[config.mk]
export PLATFORM = sky130hd
export DESIGN_NAME = atm_session_ctrl_flat
export DESIGN_NICKNAME = d
export VERILOG_FILES = /design/src/rtl/atm_pkg.sv /design/src/rtl/atm_session_ctrl_if.sv /design/src/rtl/atm_account_bank.sv /design/src/rtl/atm_session_ctrl.sv /design/src/flat_wrapper.sv
export SDC_FILE = /design/constraint.sdc
export NUM_CORES = 1
export LEC_CHECK = 0
export BUFFER_PORTS_ARGS = -buffer_cell sky130_fd_sc_hd__buf_2
export CAP_MARGIN = 20
export CELL_PAD_IN_SITES_DETAIL_PLACEMENT = 1
export CELL_PAD_IN_SITES_GLOBAL_PLACEMENT = 2
export CORE_MARGIN = 3
export CORE_UTILIZATION = 31
export DETAILED_ROUTE_END_ITERATION = 10
export HOLD_SLACK_MARGIN = 0.12
export MAX_ROUTING_LAYER = met4
export PLACE_DENSITY = 0.69
export SYNTH_ARGS = -nofsm -noshare
export SYNTH_HDL_FRONTEND = slang
export SYNTH_SLANG_ARGS = --single-unit
[constraint.sdc]
create_clock -name clk -period 7.3 [get_ports clk]
set_input_delay 1.46 -clock clk [delete_from_list [all_inputs] [get_ports clk]]
set_output_delay 1.46 -clock clk [all_outputs]
set_load 0.01 [all_outputs]
[src/rtl/atm_pkg.sv]
// Shared types, encodings and power-on tables for the ATM session controller.
// Imported by the interface, the account bank and the controller.
package atm_pkg;

  localparam int NUM_ACCT    = 16;
  localparam int ACCT_W      = 4;
  localparam int BAL_W       = 10;
  localparam int PIN_W       = 4;
  localparam int MAX_TRIES   = 3;
  localparam int TIMEOUT_CYC = 255;
  localparam int TMO_W       = 8;
  localparam int TRY_W       = 2;

  typedef logic [BAL_W-1:0]  bal_t;
  typedef logic [ACCT_W-1:0] acct_t;
  typedef logic [PIN_W-1:0]  pin_t;

  typedef enum logic [1:0] {
    SEL_DISP  = 2'b00,
    SEL_WDRAW = 2'b01,
    SEL_XFER  = 2'b10,
    SEL_EXIT  = 2'b11
  } sel_e;

  typedef enum logic [1:0] {
    RES_REJ  = 2'b00,
    RES_OK   = 2'b01,
    RES_LOCK = 2'b10,
    RES_TMO  = 2'b11
  } res_e;

  typedef enum logic [2:0] {
    S_IDLE,
    S_PIN_WAIT,
    S_MENU,
    S_EXEC,
    S_CREDIT,
    S_REPORT
  } state_e;

  localparam bal_t INIT_BAL [NUM_ACCT] = '{
    10'd214, 10'd502, 10'd237, 10'd109,
    10'd1000, 10'd15, 10'd600, 10'd42,
    10'd777, 10'd1, 10'd333, 10'd256,
    10'd90, 10'd1023, 10'd512, 10'd64
  };

  function automatic pin_t init_pin(input acct_t a);
    return a ^ 4'hA;
  endfunction

endpackage

[src/rtl/atm_session_ctrl_if.sv]
// Terminal-side request/response bundle of the ATM session controller.
// master = terminal front end, slave = controller.
interface atm_session_ctrl_if;
  import atm_pkg::*;

  logic       start;
  acct_t      acct_in;
  logic       pin_valid;
  pin_t       pin_in;
  logic       op_valid;
  logic [1:0] select;
  acct_t      dest_acct;
  bal_t       amount;
  logic       busy;
  logic       done;
  logic [1:0] result;
  bal_t       balance_out;

  modport master (
    output start, acct_in, pin_valid, pin_in,
    output op_valid, select, dest_acct, amount,
    input  busy, done, result, balance_out
  );

  modport slave (
    input  start, acct_in, pin_valid, pin_in,
    input  op_valid, select, dest_acct, amount,
    output busy, done, result, balance_out
  );

endinterface

[src/rtl/atm_account_bank.sv]
// Balance store: one combinational read port, one synchronous write port,
// reloaded from INIT_BAL on reset.
module atm_account_bank
  import atm_pkg::*;
(
  input  logic  clk,
  input  logic  rst,
  input  acct_t raddr_i,
  output bal_t  rdata_o,
  input  logic  we_i,
  input  acct_t waddr_i,
  input  bal_t  wdata_i
);

  bal_t mem_q [NUM_ACCT];

  always_ff @(posedge clk) begin
    if (rst) begin
      for (int i = 0; i < NUM_ACCT; i++)
        mem_q[i] <= INIT_BAL[i];
    end else if (we_i) begin
      mem_q[waddr_i] <= wdata_i;
    end
  end

  assign rdata_o = mem_q[raddr_i];

endmodule

[src/rtl/atm_session_ctrl.sv]
// One-session-at-a-time ATM controller: PIN check with lockout, menu loop,
// and serialized debit/credit against the account bank.
module atm_session_ctrl
  import atm_pkg::*;
(
  input logic clk,
  input logic rst,
  atm_session_ctrl_if.slave bus
);

  state_e               state_q, state_d;
  acct_t                acct_q, acct_d;
  acct_t                dest_q, dest_d;
  bal_t                 amt_q, amt_d;
  bal_t                 obal_q, obal_d;
  sel_e                 sel_q, sel_d;
  res_e                 pend_q, pend_d;
  res_e                 res_q, res_d;
  bal_t                 bout_q, bout_d;
  logic                 done_q, done_d;
  logic [TRY_W-1:0]     tries_q, tries_d;
  logic [TMO_W-1:0]     tmo_q, tmo_d;
  logic [NUM_ACCT-1:0]  lock_q, lock_d;

  acct_t            raddr;
  bal_t             rdata;
  logic             we;
  acct_t            waddr;
  bal_t             wdata;
  logic [BAL_W:0]   sum;
  logic             tmo_hit;

  atm_account_bank u_bank (
    .clk     (clk),
    .rst     (rst),
    .raddr_i (raddr),
    .rdata_o (rdata),
    .we_i    (we),
    .waddr_i (waddr),
    .wdata_i (wdata)
  );

  always_ff @(posedge clk) begin
    if (rst) begin
      state_q <= S_IDLE;
      acct_q  <= '0;
      dest_q  <= '0;
      amt_q   <= '0;
      obal_q  <= '0;
      sel_q   <= SEL_DISP;
      pend_q  <= RES_REJ;
      res_q   <= RES_REJ;
      bout_q  <= '0;
      done_q  <= 1'b0;
      tries_q <= '0;
      tmo_q   <= '0;
      lock_q  <= '0;
    end else begin
      state_q <= state_d;
      acct_q  <= acct_d;
      dest_q  <= dest_d;
      amt_q   <= amt_d;
      obal_q  <= obal_d;
      sel_q   <= sel_d;
      pend_q  <= pend_d;
      res_q   <= res_d;
      bout_q  <= bout_d;
      done_q  <= done_d;
      tries_q <= tries_d;
      tmo_q   <= tmo_d;
      lock_q  <= lock_d;
    end
  end

  assign tmo_hit = (tmo_q == TMO_W'(TIMEOUT_CYC));
  // rdata is the destination balance whenever raddr points at dest_q
  assign sum = {1'b0, rdata} + {1'b0, amt_q};

  always_comb begin
    state_d = state_q;
    acct_d  = acct_q;
    dest_d  = dest_q;
    amt_d   = amt_q;
    obal_d  = obal_q;
    sel_d   = sel_q;
    pend_d  = pend_q;
    res_d   = res_q;
    bout_d  = bout_q;
    done_d  = 1'b0;
    tries_d = tries_q;
    tmo_d   = '0;
    lock_d  = lock_q;
    raddr   = acct_q;
    we      = 1'b0;
    waddr   = acct_q;
    wdata   = rdata;

    unique case (state_q)
      S_IDLE: begin
        if (bus.start) begin
          acct_d = bus.acct_in;
          if (lock_q[bus.acct_in]) begin
            done_d = 1'b1;
            res_d  = RES_LOCK;
          end else begin
            tries_d = '0;
            state_d = S_PIN_WAIT;
          end
        end
      end

      S_PIN_WAIT: begin
        if (bus.pin_valid) begin
          if (bus.pin_in == init_pin(acct_q)) begin
            state_d = S_MENU;
          end else if (tries_q == TRY_W'(MAX_TRIES - 1)) begin
            lock_d[acct_q] = 1'b1;
            done_d  = 1'b1;
            res_d   = RES_LOCK;
            state_d = S_IDLE;
          end else begin
            tries_d = tries_q + 1'b1;
            done_d  = 1'b1;
            res_d   = RES_REJ;
          end
        end else if (tmo_hit) begin
          done_d  = 1'b1;
          res_d   = RES_TMO;
          state_d = S_IDLE;
        end else begin
          tmo_d = tmo_q + 1'b1;
        end
      end

      S_MENU: begin
        if (bus.op_valid) begin
          if (sel_e'(bus.select) == SEL_EXIT) begin
            done_d  = 1'b1;
            res_d   = RES_OK;
            bout_d  = rdata;
            state_d = S_IDLE;
          end else begin
            sel_d   = sel_e'(bus.select);
            dest_d  = bus.dest_acct;
            amt_d   = bus.amount;
            obal_d  = rdata;
            state_d = S_EXEC;
          end
        end else if (tmo_hit) begin
          done_d  = 1'b1;
          res_d   = RES_TMO;
          state_d = S_IDLE;
        end else begin
          tmo_d = tmo_q + 1'b1;
        end
      end

      S_EXEC: begin
        state_d = S_REPORT;
        pend_d  = RES_REJ;
        case (sel_q)
          SEL_DISP: pend_d = RES_OK;
          SEL_WDRAW: begin
            if (amt_q <= obal_q) begin
              we     = 1'b1;
              wdata  = obal_q - amt_q;
              pend_d = RES_OK;
            end
          end
          SEL_XFER: begin
            raddr = dest_q;
            if ((dest_q != acct_q) && (amt_q <= obal_q)
                && !sum[BAL_W]) begin
              we      = 1'b1;
              wdata   = obal_q - amt_q;
              pend_d  = RES_OK;
              state_d = S_CREDIT;
            end
          end
          default: pend_d = RES_REJ;
        endcase
      end

      S_CREDIT: begin
        raddr   = dest_q;
        we      = 1'b1;
        waddr   = dest_q;
        wdata   = sum[BAL_W-1:0];
        state_d = S_REPORT;
      end

      S_REPORT: begin
        done_d  = 1'b1;
        res_d   = pend_q;
        bout_d  = rdata;
        state_d = S_MENU;
      end

      default: state_d = S_IDLE;
    endcase
  end

  assign bus.busy        = (state_q != S_IDLE);
  assign bus.done        = done_q;
  assign bus.result      = res_q;
  assign bus.balance_out = bout_q;

endmodule

[src/flat_wrapper.sv]
// flat-port wrapper written by rule: the top's interface ports become plain ports
module atm_session_ctrl_flat import atm_pkg::*;
  (clk, rst, bus_start, bus_acct_in, bus_pin_valid, bus_pin_in, bus_op_valid, bus_select, bus_dest_acct, bus_amount, bus_busy, bus_done, bus_result, bus_balance_out);
  atm_session_ctrl_if bus_i ();
  input logic clk;
  input logic rst;
  input wire logic [$bits(bus_i.start)-1:0] bus_start;
  input wire logic [$bits(bus_i.acct_in)-1:0] bus_acct_in;
  input wire logic [$bits(bus_i.pin_valid)-1:0] bus_pin_valid;
  input wire logic [$bits(bus_i.pin_in)-1:0] bus_pin_in;
  input wire logic [$bits(bus_i.op_valid)-1:0] bus_op_valid;
  input wire logic [$bits(bus_i.select)-1:0] bus_select;
  input wire logic [$bits(bus_i.dest_acct)-1:0] bus_dest_acct;
  input wire logic [$bits(bus_i.amount)-1:0] bus_amount;
  output wire logic [$bits(bus_i.busy)-1:0] bus_busy;
  output wire logic [$bits(bus_i.done)-1:0] bus_done;
  output wire logic [$bits(bus_i.result)-1:0] bus_result;
  output wire logic [$bits(bus_i.balance_out)-1:0] bus_balance_out;
  assign bus_i.start = bus_start;
  assign bus_i.acct_in = bus_acct_in;
  assign bus_i.pin_valid = bus_pin_valid;
  assign bus_i.pin_in = bus_pin_in;
  assign bus_i.op_valid = bus_op_valid;
  assign bus_i.select = bus_select;
  assign bus_i.dest_acct = bus_dest_acct;
  assign bus_i.amount = bus_amount;
  assign bus_busy = bus_i.busy;
  assign bus_done = bus_i.done;
  assign bus_result = bus_i.result;
  assign bus_balance_out = bus_i.balance_out;
  atm_session_ctrl u_core (.clk(clk), .rst(rst), .bus(bus_i));
endmodule
==> flow_metrics.py, run 1 <==
metrics = {
    "placed_design": {
        "detailedPlacementHpwl_um": 27900,
        "placement.cell_area_um2": 13000,
        "portBuffers": 42,
        "finalWeightedCongestion": 0.848,
    },
    "cells_and_area": {
        "total_number_of_nets_in_the_final_design": 1276,
        "post_route_cells_drive_above_1_share_pct": 16.2,
        "area_growth_syn_to_layout_pct": 15.1,
        "fill_cells": 4295,
        "fin_util_pct": 36.6,
        "ff_latch_area_um2": 6270,
        "final_design_area_no_fill_um2": 13900,
        "multi_input_area_um2": 5380,
        "antenna_cells": 0,
    },
    "clock_tree": {
        "cts_hold_repair.buffers": 0,
        "cts_tree": "built",
        "cts_made_buffers": 27,
        "ctsHtreeMaxLevel": 1,
        "cts_sinks": 233,
        "cts_max_path_buffers": 3,
        "clk_root_buffer_cell": "sky130_fd_sc_hd__clkbuf_16",
        "post_cts.repair.setup_buffers": 0,
        "cts.clk_slew.worst_paths_ps": 60,
        "post_cts.resized_instances": 0,
        "clock_insertion_delay_worst_skew_ps": 560,
    },
    "sta": {
        "timing_worst_slew_pin_value_ps": 1080,
        "final.period_utilization_pct": 91.1,
        "final.setup.tns_ps": 0,
        "fmax_mhz": 150,
        "slew_headroom_pct": 28.0,
        "report.final.setup_viol": 0,
        "finalCriticalPeriod_ps": 6650,
        "worst_clock_skew_ps": 24.5,
        "timing_hold_violations_final": 0,
        "final_max_slew_viol_count": 0,
        "grt_setup_unrepaired": "false",
    },
    "drt": {
        "dr_wl_met3_um": 1690,
        "drt_drc_violations_left": 0,
        "drt-total-wl_um": 38900,
        "topRoutingLayerUsed": "met4",
        "detailedRoute.firstIterationViolations": 681,
        "wl_met2_um": 18500,
        "route.detailed.wl_per_inst_um": 22.2,
        "detail_route.vias_per_cell": 5.29,
        "firstDrtPassIters": 5,
        "wl_met1_um": 17900,
        "vias": 9271,
        "route.antenna.remaining_nets": 0,
    },
    "global_routing": {
        "grt_antenna_before_repair": 1,
        "first_pass_grt_wire_length_um": 59500,
        "groute.usage.overall_pct": 19.1,
        "grt_max_degree": 52,
        "grt_remaining_overflow": 0,
        "first_global_vias": 9593,
    },
    "worst_setup_path": {
        "endpoint": "u_core.u_bank.mem_q[15][9]$_SDFFCE_PN0P_",
        "worstPathRequired_ps": 7480,
        "crit_path_start": "u_core.state_q[1]$_SDFFE_PP0P_",
        "worst_r2r_startpoint": "u_core.state_q[1]$_SDFFE_PP0P_",
        "critical_path_peak_fanout": 19,
        "timing.critical_path.to_type": "flop",
        "arrival_ps": 6830,
        "kind_of_launch_point_of_the_worst_setup_path": "flop",
        "rr_endpoint": "u_core.u_bank.mem_q[15][9]$_SDFFCE_PN0P_",
        "worst-setup-path-type": "reg2reg",
        "ff2ff_setup_slack_ps": 650,
        "r2r.worst_path.cells": 16,
    },
    "synth": {
        "ys_seq_area_share_pct": 51.9,
        "synth.net_count": 1236,
        "synth.yosys.warnings": 0,
        "ys_top_cells_by_area": "sky130_fd_sc_hd__edfxtp_1 40%, sky130_fd_sc_hd__dfxtp_1 12%, sky130_fd_sc_hd__nor2_1 5.4%, sky130_fd_sc_hd__mux2i_1 4.7%, sky130_fd_sc_hd__nand2_1 4.5%",
        "netlist_area_um2": 12100,
        "synth_largest_type_area_fraction_pct": 39.8,
        "post_synth_num_cell_types": 68,
        "synthCells": 1179,
        "synth_enable_flop_cells": 160,
        "synthesis.area_per_instance_um2": 10.2,
        "postSynthRegisterBits": 233,
        "async_reset_ff_share_pct": 0,
        "postSynth.topFlopCell": "sky130_fd_sc_hd__edfxtp_1",
        "synth_largest_area_cell": "sky130_fd_sc_hd__edfxtp_1",
    },
    "outcome": {
        "run_status": "complete, no violations",
    },
    "floorplan": {
        "fp.dieH_um": 203,
        "design.die.area_um2": 41400,
        "initial_core_util_pct": 31.8,
        "placementRows": 71,
        "die_w_um": 203,
        "core-area_um2": 38000,
        "io_pins": 43,
    },
    "hold_path": {
        "min-delay-path-class": "reg2reg",
    },
    "flow_run": {
        "cap_viol_max_count": 0,
    },
    "pwr": {
        "ir_worst_vdd_mv": 0.160,
        "total_leakage_power_uw": 0.00463,
        "pwr_density_cell_nw_per_um2": 235,
    },
}
where the power goes:
group	switching (µW)	internal (µW)	leakage, µW	total [µW]
combinational	263	125	0.00217	388
clock	573	854	0.000451	1430
sequential	18.8	1430	0.00200	1450
total	855	2410	0.00463	3260
cells in the final DEF, fill, tap and decap left out, types with 17 or more instances in the layout:
master and count:
sky130_fd_sc_hd__nor2_1 173, sky130_fd_sc_hd__edfxtp_1 160, sky130_fd_sc_hd__inv_1 18, sky130_fd_sc_hd__xnor2_1 18
sky130_fd_sc_hd__nor3_1 55, sky130_fd_sc_hd__mux2i_1 56, sky130_fd_sc_hd__nand3_1 19, sky130_fd_sc_hd__ha_1 26
sky130_fd_sc_hd__buf_4 51, sky130_fd_sc_hd__o2111ai_1 40, sky130_fd_sc_hd__buf_2 42, sky130_fd_sc_hd__dfxtp_1 73
sky130_fd_sc_hd__clkbuf_16 27, sky130_fd_sc_hd__a21oi_1 98, sky130_fd_sc_hd__mux2_2 17, sky130_fd_sc_hd__nand2b_1 23
sky130_fd_sc_hd__nand2_1 144
cell usage after synthesis (all sizes together), types with 21 or more instances:
cell type,number
mux2i,57
nor3,55
mux2,21
nand2,144
clkbuf,47
nand2b,23
o2111ai,40
a21oi,100
ha,26
dfxtp,73
buf,37
nor2,175
edfxtp,160
critical path, cell delays in order (launching register included):
cell	delay [ps]
sky130_fd_sc_hd__dfxtp_1	830
sky130_fd_sc_hd__nand3_4	210
sky130_fd_sc_hd__a221oi_4	770
sky130_fd_sc_hd__buf_4	320
sky130_fd_sc_hd__a21oi_1	90
sky130_fd_sc_hd__o2111ai_1	390
sky130_fd_sc_hd__nand4_1	230
sky130_fd_sc_hd__a221oi_2	510
sky130_fd_sc_hd__ha_1	340
sky130_fd_sc_hd__o21ai_0	100
sky130_fd_sc_hd__nor2_1	140
sky130_fd_sc_hd__o221ai_1	230
sky130_fd_sc_hd__a31oi_1	240
sky130_fd_sc_hd__o31a_1	400
sky130_fd_sc_hd__nor2_1	560
sky130_fd_sc_hd__nand2_1	400
sky130_fd_sc_hd__nand2b_1	490
cell type report:
class,count,area share (%)
clock buffer,30,4.94
clock inverter,20,1.67
inverter,20,0.540
multi-input combinational,842,38.6
sequential,233,45.1
tap,511,4.60
timing repair buffer,95,4.55
layer usage:
| layer | track usage [%] | vias up |
|---|---|---|
| met1 | 25.8 | 4651 |
| met2 | 31.1 | 195 |
| li1 | - | 4375 |
| met5 | - | - |
| met4 | 4.18 | 0 |
| met3 | 2.23 | 50 |
state kept, by name, indices dropped and copies added (netlist names), 3 cells and up:
register and count:
u_core.tmo_q 8, u_core.u_bank.mem_q 160, u_core.acct_q 4, u_core.state_q 3
u_core.bus.balance_out 10, u_core.lock_q 16, u_core.dest_q 4, u_core.obal_q 10
u_core.amt_q 10
worst min-delay path by stage:
stage | slack [ps] | end | cells past startpoint | start
5_1_grt | 490 | u_core.obal_q[6]$_SDFFE_PP0P_ | 2 | u_core.obal_q[6]$_SDFFE_PP0P_
3_3_place_gp | 440 | u_core.tmo_q[0]$_SDFF_PP0_ | 1 | u_core.tmo_q[0]$_SDFF_PP0_
4_1_cts | 470 | u_core.obal_q[0]$_SDFFE_PP0P_ | 2 | u_core.obal_q[0]$_SDFFE_PP0P_
3_5_place_dp | 450 | u_core.tmo_q[0]$_SDFF_PP0_ | 1 | u_core.tmo_q[0]$_SDFF_PP0_
6_report | 460 | u_core.lock_q[10]$_SDFFE_PP0P_ | 2 | u_core.lock_q[10]$_SDFFE_PP0P_
2_1_floorplan | 430 | u_core.tmo_q[0]$_SDFF_PP0_ | 1 | u_core.tmo_q[0]$_SDFF_PP0_
per-stage QoR:
step / instances / setup slack (ps) / total power [µW] / hold WS (ps)
global route: 1751 / 186 / 3370 / 488
CTS: 1751 / 749 / 3290 / 466
detailed placement: 1701 / 748 / 1860 / 453
global placement: 1701 / 901 / 1860 / 442
floorplan: 1179 / 2260 / 1700 / 430
finish: 1751 / 653 / 3260 / 461
cell families (layout without fill, tap and decap cells):
group	count (synthesis)	after routing	share of synthesized area [%]
AO/OA/AOI/OAI	225	225	13.5
XOR/XNOR	27	27	1.96
flip-flops	233	233	51.9
buffers and inverters	104	165	3.93
multiplexers	83	83	7.64
adder cells (fa/ha/maj)	28	28	3.02
AND/OR/NAND/NOR	479	479	18.1
Power figures use the tool's default switching activity.
==> run 2: changes to the inputs <==
--- a/config.mk
+++ b/config.mk
@@ -14,7 +14,7 @@
 export DETAILED_ROUTE_END_ITERATION = 10
 export HOLD_SLACK_MARGIN = 0.12
 export MAX_ROUTING_LAYER = met4
-export PLACE_DENSITY = 0.69
+export PLACE_DENSITY_LB_ADDON = 0.12
 export SYNTH_ARGS = -nofsm -noshare
 export SYNTH_HDL_FRONTEND = slang
 export SYNTH_SLANG_ARGS = --single-unit
==> flow_metrics.py, run 2 (synthesis gave the netlist of run 1 again) <==
metrics = {
    "flow_run": {
        "cap_viol_max_count": 0,
    },
    "cells_and_area": {
        "total_number_of_nets_in_the_final_design": 1269,
        "fill_cells": 4314,
        "largest_register_ffs": 160,
        "layout_top_registers": "u_core.u_bank.mem_q (160), u_core.lock_q (16)",
        "layout_common_cells": "173 x sky130_fd_sc_hd__nor2_1, 160 x sky130_fd_sc_hd__edfxtp_1, 144 x sky130_fd_sc_hd__nand2_1",
        "post_route_cells_drive_above_1_share_pct": 15.6,
        "area_growth_syn_to_layout_pct": 14.7,
        "ff_latch_area_um2": 6270,
        "largest-register": "u_core.u_bank.mem_q",
        "multi_input_area_um2": 5380,
        "mostFrequentLayoutCell": "sky130_fd_sc_hd__nor2_1",
        "fin_util_pct": 36.5,
    },
    "worst_setup_path": {
        "worst-setup-path-type": "reg2reg",
        "critical_path_peak_fanout": 32,
        "worstPathRequired_ps": 7500,
        "arrival_ps": 6560,
        "kind_of_launch_point_of_the_worst_setup_path": "flop",
        "timing.critical_path.to_type": "flop",
    },
    "sta": {
        "final.setup.tns_ps": 0,
        "final.period_utilization_pct": 87.2,
        "finalCriticalPeriod_ps": 6360,
        "grt_setup_unrepaired": "false",
        "report.final.setup_viol": 0,
        "worst_clock_skew_ps": 17.1,
        "fmax_mhz": 157,
        "final_max_slew_viol_count": 0,
        "timing_worst_slew_pin_value_ps": 976,
        "slew_headroom_pct": 34.1,
        "timing_hold_violations_final": 0,
    },
    "floorplan": {
        "fp.dieH_um": 203,
        "io_pins": 43,
        "placementRows": 71,
        "core-area_um2": 38000,
        "design.die.area_um2": 41400,
        "die_w_um": 203,
        "initial_core_util_pct": 31.8,
    },
    "global_routing": {
        "grt_antenna_before_repair": 1,
        "grt_max_degree": 68,
        "first_global_vias": 9472,
        "groute.usage.overall_pct": 19.7,
        "first_pass_grt_wire_length_um": 60400,
        "grt_remaining_overflow": 0,
    },
    "drt": {
        "vias": 9213,
        "route.antenna.remaining_nets": 0,
        "drt_drc_violations_left": 0,
        "route.detailed.wl_per_inst_um": 22.6,
        "detail_route.vias_per_cell": 5.28,
        "drt-total-wl_um": 39500,
        "detailedRoute.firstIterationViolations": 649,
        "firstDrtPassIters": 5,
    },
    "clock_tree": {
        "post_cts.resized_instances": 0,
        "cts_max_path_buffers": 3,
        "post_cts.repair.setup_buffers": 0,
        "clock_insertion_delay_worst_skew_ps": 570,
        "cts_tree": "built",
        "cts_sinks": 233,
        "cts_made_buffers": 28,
        "cts.clk_slew.worst_paths_ps": 60,
        "cts_hold_repair.buffers": 0,
        "clk_root_buffer_cell": "sky130_fd_sc_hd__clkbuf_16",
        "ctsHtreeMaxLevel": 1,
    },
    "hold_path": {
        "min-delay-path-class": "reg2reg",
    },
    "placed_design": {
        "finalWeightedCongestion": 0.794,
        "detailedPlacementHpwl_um": 27400,
        "portBuffers": 42,
    },
    "outcome": {
        "run_status": "complete, no violations",
    },
    "pwr": {
        "total_leakage_power_uw": 0.00459,
        "ir_worst_vdd_mv": 0.171,
        "pwr_density_cell_nw_per_um2": 234,
    },
}
[run 2: changes by cell type in the layout (fill, tap and decap cells not counted), sizes merged]
cell	change
inv	-1
diode	+1
clkinv	-10
buf	-8
bufinv	-3
clkbuf	+16
[run 2: area by class of cell]
type | count | share of cell area [%]
Antenna cell | 1 | 0.0181
Clock buffer | 46 | 6.12
Clock inverter | 6 | 0.677
Inverter | 20 | 0.542
Multi-Input combinational cell | 842 | 38.8
Sequential cell | 233 | 45.2
Tap cell | 511 | 4.61
Timing Repair Buffer | 87 | 4.06
[run 2: worst max-delay path, cell delays in order (launching register included)]
cell	delay [ps]
sky130_fd_sc_hd__dfxtp_1	550
sky130_fd_sc_hd__nor3b_4	840
sky130_fd_sc_hd__a221o_1	280
sky130_fd_sc_hd__buf_4	340
sky130_fd_sc_hd__buf_4	240
sky130_fd_sc_hd__nor3_1	70
sky130_fd_sc_hd__o2111ai_1	240
sky130_fd_sc_hd__nand4_1	180
sky130_fd_sc_hd__a221oi_2	580
sky130_fd_sc_hd__ha_1	390
sky130_fd_sc_hd__nor3b_1	170
sky130_fd_sc_hd__o221ai_1	230
sky130_fd_sc_hd__a31oi_1	260
sky130_fd_sc_hd__o32ai_2	320
sky130_fd_sc_hd__buf_4	230
sky130_fd_sc_hd__and2_1	200
sky130_fd_sc_hd__nand2_1	280
sky130_fd_sc_hd__nand2b_1	590
[run 2: per-stage QoR]
stage          power (µW)  hold WS [ps]  instances  worst slack (ps)  instance area [µm²]
3_5_place_dp         1860           449       1693              1010                12900
2_1_floorplan        1700           430       1179              2260                12100
5_1_grt              3380           480       1746               469                13900
3_3_place_gp         1860           445       1693              1100                12900
4_1_cts              3300           460       1745               956                13900
6_report             3250           458       1746               937                13900
[run 2: worst paths after layout]
check / from / endpoint / slack, ps / cells past startpoint
worst max-delay path: u_core.state_q[1]$_SDFFE_PP0P_ / u_core.u_bank.mem_q[9][1]$_SDFFCE_PN0P_ / 940 / 17
worst min-delay path: u_core.obal_q[0]$_SDFFE_PP0P_ / u_core.obal_q[0]$_SDFFE_PP0P_ / 460 / 2
worst max register to register: u_core.state_q[1]$_SDFFE_PP0P_ / u_core.u_bank.mem_q[9][1]$_SDFFCE_PN0P_ / 940 / 17
worst min register to register: u_core.obal_q[0]$_SDFFE_PP0P_ / u_core.obal_q[0]$_SDFFE_PP0P_ / 460 / 2
[run 2: per-layer routing]
layer	wire, µm	GRT usage, %	vias to the layer above
met5	0	-	-
met4	762	3.93	0
met3	1670	2.89	52
met2	18300	30.9	176
met1	18700	27.3	4605
li1	-	-	4380
[run 2: report_power, final]
| part | switching [µW] | internal (µW) | total, µW |
|---|---|---|---|
| Clock | 562 | 860 | 1420 |
| Sequential | 19.7 | 1430 | 1450 |
| Combinational | 259 | 118 | 378 |
